## config.mk

```make
export PLATFORM = sky130hd
export DESIGN_NAME = shift_sequencer
export DESIGN_NICKNAME = d
export VERILOG_FILES = /design/src/rtl/shift_sequencer.sv
export SDC_FILE = /design/constraint.sdc
export NUM_CORES = 1
export LEC_CHECK = 0
export CORE_AREA = 2 2 83 85
export DETAILED_ROUTE_END_ITERATION = 10
export DIE_AREA = 0 0 85 87
export PLACE_DENSITY_LB_ADDON = 0.05
export SYNTH_ARGS = -nofsm -noshare
export SYNTH_HDL_FRONTEND = slang
export SYNTH_SLANG_ARGS = --single-unit
```

## constraint.sdc

```tcl
create_clock -name clk -period 2.7 [get_ports clk]
set_input_delay 0.54 -clock clk [delete_from_list [all_inputs] [get_ports clk]]
set_output_delay 0.54 -clock clk [all_outputs]
set_load 0.005 [all_outputs]
```

## src/rtl/shift_sequencer.sv

```systemverilog
// Multi-cycle WIDTH-bit shifter built around one 4-bit arithmetic_shifter, one nibble per cycle.
// Optional feature macro: SHIFT_SEQ_ROTATE_EN (op_rot selects a rotate instead of a fill shift).

module arithmetic_shifter (
   input  logic [3:0] a,
   input  logic [3:0] b,
   output logic [3:0] x,
   output logic [3:0] y
);
   logic [1:0] s;
   logic [2:0] inv;
   logic [3:0] lo_mask;
   logic [3:0] hi_mask;

   // b[2:1] = amount, b[0] = right, b[3] = fill vacated bits with ones; y = bits shifted out
   always_comb begin
      s       = b[2:1];
      inv     = 3'd4 - {1'b0, s};
      lo_mask = 4'b1111 >> inv;
      hi_mask = 4'b1111 << inv;
      if (b[0]) begin
         x = (a >> s) | (b[3] ? hi_mask : 4'b0000);
         y = a << inv;
      end else begin
         x = (a << s) | (b[3] ? lo_mask : 4'b0000);
         y = a >> inv;
      end
   end
endmodule

module shift_sequencer #(
   parameter  int unsigned WIDTH = 16,
   localparam int unsigned AMT_W = $clog2(WIDTH)
) (
   input  logic             clk,
   input  logic             rst,
   input  logic             start_valid,
   output logic             start_ready,
   input  logic [WIDTH-1:0] op_data,
   input  logic [AMT_W-1:0] op_amt,
   input  logic             op_dir,
   input  logic             op_fill,
   input  logic             op_rot,
   output logic             res_valid,
   input  logic             res_ready,
   output logic [WIDTH-1:0] res_data,
   output logic             busy
);
   localparam int unsigned N     = WIDTH / 4;
   localparam int unsigned IDX_W = (N > 1) ? $clog2(N) : 1;

   typedef enum logic [1:0] {IDLE, SHIFT, DONE} state_t;

   state_t           state;
   logic [WIDTH-1:0] work;
   logic [3:0]       carry;
   logic [AMT_W-1:0] remaining;
   logic [IDX_W-1:0] idx;
   logic             dir;
   logic             fill;

   logic [1:0]       s;
   logic [3:0]       lo_mask;
   logic [3:0]       hi_mask;
   logic [IDX_W-1:0] nib_sel;
   logic [3:0]       cur_nib;
   logic [3:0]       sh_b;
   logic [3:0]       sh_x;
   logic [3:0]       sh_y;
   logic [3:0]       fill_carry;
   logic [3:0]       edge_carry;
   logic [3:0]       carry_in;
   logic [3:0]       vac;
   logic [3:0]       new_nib;
   logic [WIDTH-1:0] work_upd;
   logic             last_nib;
   logic             last_pass;

`ifdef SHIFT_SEQ_ROTATE_EN
   logic       rot;
   logic [3:0] far_nib;
   logic [3:0] rot_carry;
`else
   logic       rot_unused;
   assign rot_unused = op_rot;
`endif

   // Pass amount, masks and the nibble being processed this cycle
   always_comb begin
      s       = (remaining >= AMT_W'(3)) ? 2'd3 : remaining[1:0];
      lo_mask = 4'b1111 >> (3'd4 - {1'b0, s});
      hi_mask = 4'b1111 << (3'd4 - {1'b0, s});
      nib_sel = dir ? (IDX_W'(N - 1) - idx) : idx;
      cur_nib = work[{nib_sel, 2'b00} +: 4];
      sh_b    = {1'b0, s, dir};
   end

   arithmetic_shifter u_shifter (
      .a (cur_nib),
      .b (sh_b),
      .x (sh_x),
      .y (sh_y)
   );

   // Merge carry into the shifted nibble; the first nibble of a pass takes the edge carry
   always_comb begin
      fill_carry = fill ? (dir ? hi_mask : lo_mask) : 4'b0000;
`ifdef SHIFT_SEQ_ROTATE_EN
      far_nib    = dir ? work[3:0] : work[WIDTH-1 -: 4];
      rot_carry  = dir ? (far_nib << (3'd4 - {1'b0, s})) : (far_nib >> (3'd4 - {1'b0, s}));
      edge_carry = rot ? rot_carry : fill_carry;
`else
      edge_carry = fill_carry;
`endif
      carry_in  = (idx == '0) ? edge_carry : carry;
      vac       = dir ? hi_mask : lo_mask;
      new_nib   = (sh_x & ~vac) | carry_in;
      work_upd  = work;
      work_upd[{nib_sel, 2'b00} +: 4] = new_nib;
      last_nib  = (idx == IDX_W'(N - 1));
      last_pass = (remaining <= AMT_W'(3));
   end

   always_ff @(posedge clk) begin
      if (rst) begin
         state       <= IDLE;
         start_ready <= 1'b1;
         res_valid   <= 1'b0;
         busy        <= 1'b0;
         res_data    <= '0;
         work        <= '0;
         carry       <= '0;
         remaining   <= '0;
         idx         <= '0;
         dir         <= 1'b0;
         fill        <= 1'b0;
`ifdef SHIFT_SEQ_ROTATE_EN
         rot         <= 1'b0;
`endif
      end else begin
         case (state)
            IDLE: begin
               if (start_valid) begin
                  work        <= op_data;
                  dir         <= op_dir;
                  fill        <= op_fill;
`ifdef SHIFT_SEQ_ROTATE_EN
                  rot         <= op_rot;
`endif
                  remaining   <= op_amt;
                  idx         <= '0;
                  carry       <= '0;
                  start_ready <= 1'b0;
                  busy        <= 1'b1;
                  if (op_amt == '0) begin
                     res_data  <= op_data;
                     res_valid <= 1'b1;
                     state     <= DONE;
                  end else begin
                     state     <= SHIFT;
                  end
               end
            end
            SHIFT: begin
               work  <= work_upd;
               carry <= sh_y;
               if (last_nib) begin
                  idx       <= '0;
                  remaining <= remaining - AMT_W'(s);
                  if (last_pass) begin
                     res_data  <= work_upd;
                     res_valid <= 1'b1;
                     state     <= DONE;
                  end
               end else begin
                  idx <= idx + IDX_W'(1);
               end
            end
            DONE: begin
               if (res_ready) begin
                  res_valid   <= 1'b0;
                  busy        <= 1'b0;
                  start_ready <= 1'b1;
                  state       <= IDLE;
               end
            end
            default: begin
               state       <= IDLE;
               start_ready <= 1'b1;
               res_valid   <= 1'b0;
               busy        <= 1'b0;
            end
         endcase
      end
   end
endmodule

```

# [After elaboration in Yosys (flattened, before gate mapping)]
# Cells that the tools add are included.
[op_classes] n_eq_ne=8 add_sub_neg=5 bitwise_logic=4 n_mux=40 order_cmp=2 shifts=9 reduce_logical=11
[ops] operator="16-bit 2-to-1 mux" n=5
[ops] operator="16-bit one-hot mux with 2 select lines" n=2
[ops] operator="4-bit 2-to-1 mux" n=8
[ops] operator="2-bit 2-to-1 mux" n=9
[ops] operator="16-bit bitwise mux" n=1
[ops] operator="4-bit one-hot mux with 2 select lines" n=2
[ops] operator="4-bit by 6-bit variable shift with 16-bit output (first input constant)" n=1
[ops] operator="16-bit by 5-bit variable part select with 4-bit output" n=1
[ops] operator="4-bit by 6-bit variable part select with 16-bit output" n=1
[ops] operator="2-bit inequality test (second input constant)" n=5
[ops] operator="5-bit AND reduction" n=2
[ops] operator="1-bit one-hot mux with 3 select lines" n=3
[ops] operator="1-bit 2-to-1 mux" n=8
[ops] operator="4-bit negation with 6-bit output" n=1
[ops] operator="2-bit one-hot mux with 3 select lines" n=1
[ops] operator="3-bit AND reduction" n=2
[ops] operator="4-bit bitwise AND" n=1
[ops] operator="2-bit == test (second input constant)" n=2
[ops] operator="4-bit by 2-bit >= comparator with 1-bit output (second input constant)" n=1
[ops] operator="4-bit by 2-bit less-or-equal comparator with 1-bit output (second input constant)" n=1
[ops] operator="2-bit logical NOT" n=2
[ops] operator="4-bit logical NOT" n=1
[ops] operator="4-bit inverter" n=1
[ops] operator="4-bit bitwise OR" n=1
[ops] operator="other kinds (16)" n=17
[totals] input_bits=27 reg_bits=49 output_inout_bits=19 elab_cells=90

# [Logic depth before layout (Yosys ltp)]
[depth] depth_word=13 ltp_mapped=12

# [Hierarchy]
# A second synthesis with hierarchy kept.
[hier_totals] hier_cells=425 area_unflattened_um2=3492.1
[modules_own_cells] mod="shift_sequencer" cells_each=365 area_each_um2=3054.2 n_inst=1
[modules_own_cells] mod="arithmetic_shifter" cells_each=60 area_each_um2=437.9 n_inst=1

# [Worst setup path after synthesis]
# Ideal clock, no wire load.
[synth_timing] path_type="reg2reg" start="register idx[0]" end="register work[3]" arrival_time_ns=2.272 slack_ns=0.336 path_stages_with_launch=11 setup_ns=0.092 path_buffers=4 t_required_ns=2.608 period_less_slack_ns=2.364 cell_sequence="dfxtp_1 -> buf_6 -> buf_12 -> buf_6 -> inv_1 -> ha_1 -> clkdlybuf4s50_2 -> or2_1 -> a21oi_1 -> a21oi_1 -> o32ai_1"
[synth_between] elab_chain_len=10 word_cells_on_any_way=15 classes_between="add/sub (2); shift (5); mux (5); bitwise (2); reduce/logical (1)"
[synth_rtl] item="start: declaration" line="58" rtl="logic [IDX_W-1:0] idx;"
[synth_rtl] item="start signal: assignment" line="176" rtl="idx <= idx + IDX_W'(1);"
[synth_rtl] item="2-bit subtractor" line="93" rtl="nib_sel = dir ? (IDX_W'(N - 1) - idx) : idx;"
[synth_rtl] item="2-bit 2-to-1 mux" line="93"
[synth_rtl] item="16-bit by 5-bit variable part select with 4-bit output" line="94" rtl="cur_nib = work[{nib_sel, 2'b00} +: 4];"
[synth_rtl] item="4-bit by 2-bit left shift with 4-bit output or 4-bit by 2-bit right shift with 4-bit output (tied branches)" line="25, 22"
[synth_rtl] item="4-bit 2-to-1 mux" line="21" rtl="if (b[0]) begin"
[synth_rtl] item="4-bit bitwise AND" line="117" rtl="new_nib = (sh_x & ~vac) | carry_in;"
[synth_rtl] item="4-bit bitwise OR" line="117"
[synth_rtl] item="4-bit by 6-bit variable part select with 16-bit output" line="119" rtl="work_upd[{nib_sel, 2'b00} +: 4] = new_nib;"
[synth_rtl] item="16-bit bitwise mux (*)" line="119"
[synth_rtl] item="16-bit one-hot mux with 2 select lines (*)" line="141" rtl="case (state)"
[synth_rtl] item="end signal: assignment" line="144" rtl="work <= op_data;"
[synth_rtl] item="end signal: assignment" line="165" rtl="work <= work_upd;"
[synth_rtl] item="end: declaration" line="55" rtl="logic [WIDTH-1:0] work;"
# Every way passes the cells marked *; elsewhere a longest branch is shown, timed or not.
# A chain may end at the register's enable or synchronous reset.

# [Worst setup path after layout]
[layout_timing] start="register remaining[3]" end="register res_data[10]"
[layout_between] elab_chain_len=13 word_cells_on_any_way=22 classes_between="add/sub (1); order compare (2); eq/ne (1); shift (5); mux (9); bitwise (3); reduce/logical (1)"
[layout_rtl] item="start: declaration" line="57" rtl="logic [AMT_W-1:0] remaining;"
[layout_rtl] item="start signal: assignment" line="150" rtl="remaining <= op_amt;"
[layout_rtl] item="start signal: assignment" line="169" rtl="remaining <= remaining - AMT_W'(s);"
[layout_rtl] item="4-bit by 2-bit >= comparator with 1-bit output" line="90" rtl="s = (remaining >= AMT_W'(3)) ? 2'd3 : remaining[1:0];"
[layout_rtl] item="2-bit 2-to-1 mux" line="90"
[layout_rtl] item="3-bit by 2-bit subtractor with 3-bit output" line="91, 92"
[layout_rtl] item="4-bit by 3-bit right shift with 4-bit output or 4-bit by 3-bit left shift with 4-bit output (tied branches)"
[layout_rtl] item="4-bit 2-to-1 mux" line="107, 116"
[layout_rtl] item="4-bit 2-to-1 mux or 4-bit inverter (tied branches)" line="107, 117"
[layout_rtl] item="4-bit 2-to-1 mux or 4-bit bitwise AND (tied branches)" line="115, 117"
[layout_rtl] item="4-bit bitwise OR" line="117"
[layout_rtl] item="4-bit by 6-bit variable part select with 16-bit output" line="119"
[layout_rtl] item="16-bit bitwise mux" line="119"
[layout_rtl] item="16-bit 2-to-1 mux" line="170" rtl="if (last_pass) begin"
[layout_rtl] item="16-bit 2-to-1 mux" line="167" rtl="if (last_nib) begin"
[layout_rtl] item="16-bit one-hot mux with 2 select lines" line="141"
[layout_rtl] item="end signal: assignment" line="156" rtl="res_data <= op_data;"
[layout_rtl] item="end signal: assignment" line="171" rtl="res_data <= work_upd;"
[layout_rtl] item="end: declaration" line="46" rtl="output logic [WIDTH-1:0] res_data,"
# Parallel ways exist; a longest one is shown, timed or not. The select of a mux whose other input is x is not followed.

==> metrics.md <==
| Metric | Value |
|---|---|
| Clock-pin slew on the worst setup and hold paths | `roughly 0.1 ns` |
| TritonCTS clock tree | `yes` |
| Cell-internal power | `about 1.3 mW` |
| Final hold viol count | `0` |
| Antenna violations before repair | `0` |
| Global-route congestion overflow total | `0` |
| Post-route antenna net violation count | `0` |
| Final Max Tran Viols | `0` |
| Detailed placer's ending HPWL | `7.73 mm` |
| Crit Path Category | `flop to flop` |
| Sum of negative setup slack | `0 ns` |
| Portion of netlist area occupied by mux cells | `0.0518` |
| DR DRC count | `0` |
| Delay of the slowest critical-path stage | `about 0.62 ns` |
| Number of nets in the final layout | `between 500 and 600` |
| Leading cell type in the layout, fill and taps excluded | `nor2_1` |
| Number of buffers inserted by hold repair at cts | `0` |
| Starting density of the core | `0.533` |
| Pwr Total | `a little under 2 mW` |
| Clock Root Buffer | `clkbuf_8` |
| Synthesized netlist cell count | `between 400 and 500` |
| Height of the die | `87 um` |
| Switching fraction of total power | `0.365` |
| Fraction of the mapped netlist area in adder cells | `0.0143` |
| Global placer's final weighted congestion | `a little over 0.9` |
| Detailed Route WL | `approximately 11 mm` |
| Relative area change from synthesis to final layout | `17.4%` |
| Min cycle time layout | `2.53 ns` |
| Worst path bufs/invs | `1` |
| Vias in the first global route | `3536` |
| Part of the total power dissipated in sequential elements | `0.416` |
| WL/cell | `18.5 um` |
| Synthesized area per cell | `~7.7 um2` |
| Combinational family with the most area after synthesis | `compound AO/OA/AOI/OAI gates` |
| Floorplan core area | `0.00657 mm2` |
| Number of levels in the clock H-tree | `2` |
| Kind of capture point of the worst setup path | `flop` |
| Horizontal die dimension | `85 um` |
| Simple-Gate Fraction of Synth Area | `0.258` |
| Outcome | `finished clean` |
| Setup repair after global routing missed its margin | `no` |
| Total number of vias | `roughly 3.7k` |
| Transition time at the pin with the least slew margin | `a little under 0.5 ns` |
| Switching pwr | `0.725 mW` |
| Most instantiated flip-flop cell in the synthesis netlist | `dfxtp_1` |
| Leakage power | `about 1.5 nW` |
| Slowest CP cell | `or4_1` |
| GR Util All Layers | `0.294` |
| I/O pin total | `46` |
| Number of search-and-repair iterations in the first detailed-routing pass | `5` |
| Class of the tightest hold or removal check | `flop to flop` |
| Number of enable-type register cells in the synthesized netlist | `0` |
| Critical Path Source Type | `flop` |
| Post-Synthesis Cell Area | `between 0.003 and 0.004 mm2` |
| Net count after synthesis | `487` |
| Worst IR drop on VDD | `between 0.0002 and 0.0003 V` |
| Slew headroom | `0.672` |
| Vias/cell | `between 6 and 7` |
| Logic gate share of total power | `0.337` |
| Number of setup buffers added after CTS | `0` |
| Most frequent cells in the layout | `54 x nor2_1, 50 x nand2_1, 49 x a21oi_1` |
| Final worst clock skew | `about 0.0092 ns` |
| Total of fill cells in the finished design | `between 600 and 700` |
| Standard-cell row count | `30` |
| Clock buffer count from CTS | `5` |
| Fraction of layout cells with a size suffix above 1 | `0.144` |
| Worst-skew pair later-pin latency | `approximately 0.31 ns` |
| Number of setup violations in the final report | `0` |
| Sinks on the clock net | `just under 50` |
| Distinct cell type count after synthesis | `84` |
| Power density over the cells | `483 mW/mm2` |
| Max-Cap Viols | `0` |
| Crit-path max FO | `8` |
| Required arrival time at the worst endpoint | `around 2.9 ns` |
| Count of cells resized by post-cts repair | `0` |
| Diode count | `0` |
| Cell type group with the largest total delay on the critical path | `simple AND/OR/NAND/NOR gates` |
| Post-synthesis compound-gate area fraction | `0.308` |
| Maximum number of pins on one net before global-route repair | `35` |
| WP data arrival | `approximately 2.7 ns` |
| Synthesis-stage register bit count | `49` |
| Clk pwr share | `0.247` |
| Share of the clock period used by the worst path | `0.936` |
| Cells along the critical path | `nor3_1 > inv_1 > ha_1 > nor2_1 > a211o_1 > o221ai_1 > or4_1 > nand3_1 > a21oi_1` |
| Die area | `0.00740 mm2` |
| Sequential-to-total area share from yosys stat | `0.280` |
| Clock Path Buffers | `2` |
| Area share of xor/xnor cells in the synthesized design | `0` |
| First-pass GRT wire length | `between 15 and 20 mm` |
| Number of DRC violations after detailed-routing iteration 0 | `320` |
| PortBufs | `44` |
| Maximum frequency from static timing analysis | `between 300 and 400 MHz` |
| Synth warn | `0` |
| Async set or reset register ratio after synthesis | `0` |
Yosys cell counts, types with 2 or more instances:
master    instances  area (um2)
inv_1            13        48.8
a31oi_1          14        87.6
o21ai_0          26         130
a21o_1            4        30.0
mux2_2            4        45.0
nand2b_1          3        18.8
or3_1             4        25.0
clkbuf_1         18        67.6
or2_1             2        12.5
nor3_1           14        70.1
nor2b_1          11        68.8
o221a_2           2        22.5
buf_6             8        90.1
o22ai_1           7        43.8
dfxtp_1          49         981
buf_4             3        22.5
nor2_2            2        12.5
mux2i_1           2        20.0
and3_1            2        12.5
nand3_1          19        95.1
o21bai_1          2        15.0
o41ai_1           2        17.5
buf_2             2        10.0
nor4_1            3        18.8
o221ai_1          6        52.6
o211ai_1          5        37.5
a211oi_1          2        15.0
nand2_1          50         188
o311ai_0          2        17.5
o32ai_1           5        43.8
o211a_1           2        20.0
or2_2             4        25.0
a22oi_1           5        37.5
and3_2            2        15.0
nor2_1           54         203
a21oi_1          49         245
ha_1              4        50.1
mux4_2            4        90.1
worst paths after layout:
| kind | start | end | slack [ns] | depth (start not counted) |
|---|---|---|---|---|
| max reg2reg | remaining[3] | res_data[10] | 0.17 | 9 |
| max | remaining[3] | res_data[10] | 0.17 | 9 |
| min | res_data[15] | res_data[15] | 0.49 | 2 |
| min reg2reg | res_data[15] | res_data[15] | 0.49 | 2 |
stage by stage:
step / hold slack, ns / instance area (um2) / setup WS (ns) / utilization / instances
after floorplan: 0.440 / 3500 / 0.336 / - / 456
after global placement: 0.459 / 4010 / 0.230 / 0.610 / 571
after detailed placement: 0.474 / 4010 / 0.147 / 0.610 / 571
after CTS: 0.493 / 4110 / 0.138 / 0.625 / 579
after global routing: 0.520 / 4110 / 0.0721 / 0.625 / 579
final: 0.488 / 4110 / 0.171 / 0.625 / 579
power groups by stage:
stage | combinational, mW | sequential (mW) | clock [mW]
finish | 0.669 | 0.826 | 0.491
global route | 0.731 | 0.832 | 0.525
CTS | 0.658 | 0.823 | 0.499
detailed placement | 0.654 | 0.840 | 0
global placement | 0.644 | 0.838 | 0
floorplan | 0.480 | 0.809 | 0
state kept, by name, indices dropped and copies added (netlist names):
signal / count
busy: 1
carry: 4
dir: 1
fill: 1
idx: 2
remaining: 4
res_data: 16
res_valid: 1
start_ready: 1
state: 2
work: 16
cell families after synthesis:
family,after synthesis
buffers and inverters,50
flip-flops,49
AND/OR/NAND/NOR,185
adder cells (fa/ha/maj),4
AO/OA/AOI/OAI,157
multiplexers,11
routing by layer:
layer,vias to the layer above,global-route usage,share of wire
li1,1772,-,-
met4,0,0.0866,0.012
met2,147,0.493,0.49
met5,-,0,0
met1,1790,0.395,0.44
met3,16,0.0408,0.061
worst min-delay path, stage by stage, from the launching register on:
cell and delay, ns:
dfxtp_1 0.33, nand3_1 0.06, o41ai_1 0.06
cell type report:
type	instances	area, um2	share of cell area
Sequential cell	49	982	0.239
Clock buffer	6	82.6	0.0201
Inverter	13	48.8	0.0119
Tap cell	80	100	0.0244
Timing Repair Buffer	72	663	0.161
Multi-Input combinational cell	357	2210	0.539
Clock inverter	2	17.5	0.00426
Power figures use the tool's default switching activity.
